--- src/rtl/rtdf_pkg.sv ---
// Shared constants and helpers for the real-time data feed sample path.
// Buffer sizing is derived here so the top and its users agree on widths.
package rtdf_pkg;

   localparam int WORD_W_DEF   = 16;
   localparam int SAMPLE_W_DEF = 3;

   function automatic int clog2(input int v);
      int r;
      r = 0;
      for (int i = 0; i < 31; i++)
         if ((1 << i) < v) r = i + 1;
      return r;
   endfunction

   // Room for one word plus up to two samples of leftover bits.
   function automatic int buf_w(input int ww, input int sw);
      return ww + 2 * sw;
   endfunction

endpackage

--- src/rtl/rtdf_bit_reverse.sv ---
// Optional bit reversal of a vector; plain pass-through when disabled.
module rtdf_bit_reverse #(
   parameter int WIDTH  = 8,
   parameter bit ENABLE = 1'b0
) (
   input  logic [WIDTH-1:0] data_i,
   output logic [WIDTH-1:0] data_o
);

   for (genvar i = 0; i < WIDTH; i++) begin : g_bit
      assign data_o[i] = ENABLE ? data_i[WIDTH-1-i] : data_i[i];
   end

endmodule

--- src/rtl/rtdf_sample_unpacker.sv ---
// Word-to-sample gearbox: pops SAMPLE_W bits per clock from a bit buffer
// refilled with whole FIFO words, carrying leftovers across word boundaries.
module rtdf_sample_unpacker
   import rtdf_pkg::*;
#(
   parameter int WORD_W    = WORD_W_DEF,
   parameter int SAMPLE_W  = SAMPLE_W_DEF,
   parameter bit MSB_FIRST = 1'b0,
   parameter int CNT_W     = 32
) (
   input  logic                clk,
   input  logic                reset,
   input  logic                word_valid,
   input  logic [WORD_W-1:0]   word_data,
   output logic                word_rd,
   input  logic                flush,
   input  logic                halt,
   output logic                sample_valid,
   output logic [SAMPLE_W-1:0] sample_data,
   output logic [clog2(buf_w(WORD_W, SAMPLE_W)+1)-1:0] fill_level,
   output logic [CNT_W-1:0]    sample_count,
   output logic [15:0]         underrun_count
);

   localparam int BUF_W = buf_w(WORD_W, SAMPLE_W);
   localparam int FW    = clog2(BUF_W + 1);

   localparam logic [FW-1:0] SW_F  = FW'(SAMPLE_W);
   localparam logic [FW-1:0] WW_F  = FW'(WORD_W);
   localparam logic [FW-1:0] LIM_F = FW'(BUF_W - WORD_W);

   logic [BUF_W-1:0]    bits_q, bits_d;
   logic [FW-1:0]       fill_q, fill_d, fill_ap;
   logic                started_q, started_d;
   logic                sv_q, sv_d;
   logic [SAMPLE_W-1:0] sd_q, sd_d;
   logic [CNT_W-1:0]    cnt_q, cnt_d;
   logic [15:0]         und_q, und_d;

   logic                active, pop, push;
   logic [WORD_W-1:0]   ingest;
   logic [SAMPLE_W-1:0] sample;

   rtdf_bit_reverse #(.WIDTH(WORD_W), .ENABLE(MSB_FIRST)) u_rev_word (
      .data_i (word_data),
      .data_o (ingest)
   );

   rtdf_bit_reverse #(.WIDTH(SAMPLE_W), .ENABLE(MSB_FIRST)) u_rev_smp (
      .data_i (bits_q[SAMPLE_W-1:0]),
      .data_o (sample)
   );

   assign active  = !reset && !halt && !flush;
   assign pop     = active && (fill_q >= SW_F);
   assign fill_ap = pop ? fill_q - SW_F : fill_q;
   // Space check is on the post-pop fill so push and pop can share a cycle.
   assign push    = active && word_valid && (fill_ap <= LIM_F);
   assign word_rd = push;

   always_comb begin
      bits_d    = bits_q;
      fill_d    = fill_q;
      started_d = started_q;
      sv_d      = 1'b0;
      sd_d      = sd_q;
      cnt_d     = cnt_q;
      und_d     = und_q;
      if (!halt && flush) begin
         bits_d    = '0;
         fill_d    = '0;
         started_d = 1'b0;
      end else if (!halt) begin
         if (pop) begin
            bits_d    = bits_q >> SAMPLE_W;
            started_d = 1'b1;
            sv_d      = 1'b1;
            sd_d      = sample;
            cnt_d     = cnt_q + CNT_W'(1);
         end else if (started_q && und_q != 16'hFFFF) begin
            und_d = und_q + 16'd1;
         end
         if (push)
            bits_d = bits_d | ({{(BUF_W-WORD_W){1'b0}}, ingest} << fill_ap);
         fill_d = fill_ap + (push ? WW_F : '0);
      end
   end

   always_ff @(posedge clk) begin
      if (reset) begin
         bits_q    <= '0;
         fill_q    <= '0;
         started_q <= 1'b0;
         sv_q      <= 1'b0;
         sd_q      <= '0;
         cnt_q     <= '0;
         und_q     <= '0;
      end else begin
         bits_q    <= bits_d;
         fill_q    <= fill_d;
         started_q <= started_d;
         sv_q      <= sv_d;
         sd_q      <= sd_d;
         cnt_q     <= cnt_d;
         und_q     <= und_d;
      end
   end

   assign sample_valid   = sv_q;
   assign sample_data    = sd_q;
   assign fill_level     = fill_q;
   assign sample_count   = cnt_q;
   assign underrun_count = und_q;

endmodule

--- config.mk ---
export PLATFORM = sky130hd
export DESIGN_NAME = rtdf_sample_unpacker
export DESIGN_NICKNAME = d
export VERILOG_FILES = /design/src/rtl/rtdf_pkg.sv /design/src/rtl/rtdf_bit_reverse.sv /design/src/rtl/rtdf_sample_unpacker.sv
export SDC_FILE = /design/constraint.sdc
export NUM_CORES = 1
export LEC_CHECK = 0
export CORE_AREA = 2 2 122 148
export CTS_BUF_LIST = sky130_fd_sc_hd__clkbuf_16
export DETAILED_ROUTE_END_ITERATION = 10
export DIE_AREA = 0 0 124 150
export GPL_TIMING_DRIVEN = 1
export SLEW_MARGIN = 40
export SYNTH_ARGS = -nofsm -noshare
export SYNTH_HDL_FRONTEND = slang
export SYNTH_HIERARCHICAL = 1
export SYNTH_SLANG_ARGS = --single-unit
--- constraint.sdc ---
create_clock -name clk -period 4.1 [get_ports clk]
set_input_delay 1.025 -clock clk [delete_from_list [all_inputs] [get_ports clk]]
set_output_delay 1.025 -clock clk [all_outputs]
set_load 0.05 [all_outputs]
==> qor.txt <==
CP Class -> in2out
Total number of vias -> 4681
Leakage -> 0.00209 uW
Final worst path period need -> 3.88 ns
Syn Area/Cell -> 8.28 um2
ANT nets after route -> 0
Slew HR -> 0.459
Critical Path Sink Type -> output pin
Commonest non-fill, non-tap cell in the layout -> dfxtp_1
Largest net degree at the start of global routing -> 40
Highest-count cells in the layout ignoring fill and taps -> dfxtp_1 (80), clkdlybuf4s50_1 (76), nor2_1 (75)
Fin. max-slew vios -> 0
Hold WC Path Type -> reg2reg
Hold endpoint -> sample_data[0]
Post-synthesis sequential area ratio -> 0.316
Crit-path cells -> clkdlybuf4s50_1, or4_1, o21ai_2, nand2_1, or2_1, clkinv_2, buf_12
Worst slew pin tran -> 0.812 ns
Total power -> 1650 uW
Die area -> 18600 um2
Int Pwr -> 1240 uW
DR vias/cell -> 5.27
Max cap viols -> 0
Hold_buf cts -> 0
Chip Width -> 124 um
Hpwl dp -> 10.6 mm
Crit-path slowest cell -> or4_1
VDD IR-drop max -> 0.212 mV
P_sw -> 414 uW
CTS H-Tree Depth -> 3
Sink Count -> 80
Initial antenna violation count -> 0
Switching part of the total power -> 0.250
Mapped Nets -> 636
Starting Density -> 0.294
HP Start -> bits_q[0]
# nets final -> 687
Worst Setup Start Kind -> input port
Vias in the first global route -> 4371
DR WL/cell -> 16.6 um
Tcrit/Tclk final -> 0.947
Synth warn -> 6
Status -> completed
First-pass GRT wire length -> 23.5 mm
TritonCTS buffer count -> 9
GRT overflow -> 0
Die Ht -> 150 um
Reg2reg setup slack -> 1.20 ns
Setup TNS -> 0 ns
Yosys cell types -> 80
Synth-to-layout area growth -> 21.9%
Root Driver -> clkbuf_16
Final setup violating endpoints -> 0
Largest stage delay, worst path -> 0.59 ns
GRT Overall Usage -> 0.163
# diodes -> 0
Number of flops mapped to enable cells by yosys -> 0
Power Dens Cells -> 268 nW/um2
Fmax -> 0.257 GHz
Post-Synthesis Cells -> 612
Core area -> 17200 um2
TritonCTS clock tree -> yes
I/O Buffers -> 78
Worst-case clock skew -> 0.00790 ns
Cell Rows -> 53
DR pass1 iterations -> 5
Resize count post-CTS -> 0
Post-DP Area -> 5920 um2
Max clock buf depth -> 2
Ys async rst share -> 0
RSZ-0062 raised after global routing -> no
Final Hold Viols -> 0
Hold Crit Depth -> 2
Worst-path clk slew -> 0.06 ns
FF-to-FF End -> bits_q[5]
Worst r2r src -> fill_level[0]
Layout cells sized above 1 -> 0.114
Gate power share -> 0.086
Iteration-0 DRC Markers -> 339
Placer Congestion -> 0.873
Top-area cell type share of the netlist area -> 0.316
R2r worst-path depth -> 8
Insertion delay to the later sink of the worst-skew pair -> 0.35 ns
Top cells by area, synth -> dfxtp_1 (32%), nor2_1 (5.6%), mux2i_1 (4.5%), nand2_1 (4.5%), xor2_1 (3.6%)
Worst Path Max Fanout -> 3
Setup bufs post-CTS -> 0
DRT Wirelength -> 14.7 mm
Yosys reg bits -> 80
Critical path arrival -> 2.86 ns
Remaining DRCs -> 0
Synth Cell Area -> 5070 um2
Sequential power share -> 0.474
CP Data Required Time -> 3.07 ns
Final Cell Area -> 6180 um2
Io pins -> 79
Top_reg_cell synth -> dfxtp_1
Leading area contributor after synthesis -> dfxtp_1
Part of the power in the clock network -> 0.440
[flip-flops by register name (all words and copies together), names as in the netlist]
register        flops
bits_q             22
fill_level          5
sample_count       32
sample_data         3
sample_valid        1
started_q           1
underrun_count     16
[power groups by stage]
stage	combinational (uW)	clock, uW	sequential [uW]
final	143	728	784
after global routing	152	775	784
after CTS	142	748	784
after detailed placement	141	0	801
after global placement	141	0	801
after floorplan	98.7	0	802
[logic make-up (layout without fill, tap and decap cells)]
kind of cell	count (synthesis)	count (layout)	synth area share
mux	40	40	0.0973
flops	80	80	0.316
buf+inv	74	130	0.0857
simple gates	256	256	0.250
compound gates	119	119	0.175
xor+xnor	40	40	0.0691
fa+ha+maj	3	3	0.00741
[synthesized netlist by cell type, drive strengths merged, types with 6 or more instances]
cell type and number:
clkbuf 20, a21oi 25, nand4 15, nand2 61, buf 42, a221oi 6
inv 11, a31oi 7, dfxtp 80, mux2 11, nor2 77, o211ai 10
nor4 9, xnor2 19, xor2 21, nand3 30, nor3 17, mux2i 23
o22ai 6, mux4 6, or3 13, o21ai 28
[how the worst max path moves through the flow]
stage / from / endpoint / slack, ns
after global placement: halt / word_rd / 0.25
after detailed placement: halt / word_rd / 0.23
after floorplan: halt / word_rd / 0.44
final: halt / word_rd / 0.22
after CTS: halt / word_rd / 0.21
after global routing: halt / word_rd / 0.11
[worst max-delay path: cells and delay by family]
kind | cells | cell delay (ns)
buf+inv | 3 | 0.66
compound gates | 1 | 0.18
simple gates | 3 | 1.00
[per-layer routing]
layer | GRT usage | routed length (um) | vias to the layer above
met4 | 0.0764 | 471 | 0
li1 | - | - | 2287
met3 | 0.0267 | 792 | 31
met1 | 0.208 | 6500 | 2206
met2 | 0.267 | 6940 | 157
met5 | 0 | 0 | -
[through the flow]
step           worst slack [ns]  std cells  hold WS, ns  utilization
2_1_floorplan             0.443        612        0.432            -
3_3_place_gp              0.246        872        0.433        0.343
3_5_place_dp              0.233        872        0.436        0.343
4_1_cts                   0.215        888        0.449        0.358
5_1_grt                   0.110        888        0.458        0.358
6_report                  0.216        888        0.440        0.358
[cell type report]
cell class | count | area [um2]
clock buffer | 9 | 225
clock inverter | 7 | 32.5
fill | 1798 | 11100
inverter | 12 | 46.3
multi-input combinational | 458 | 3030
sequential | 80 | 1600
tap | 220 | 275
timing repair buffer | 102 | 966
Note: power is estimated with default switching activity, not from simulation.
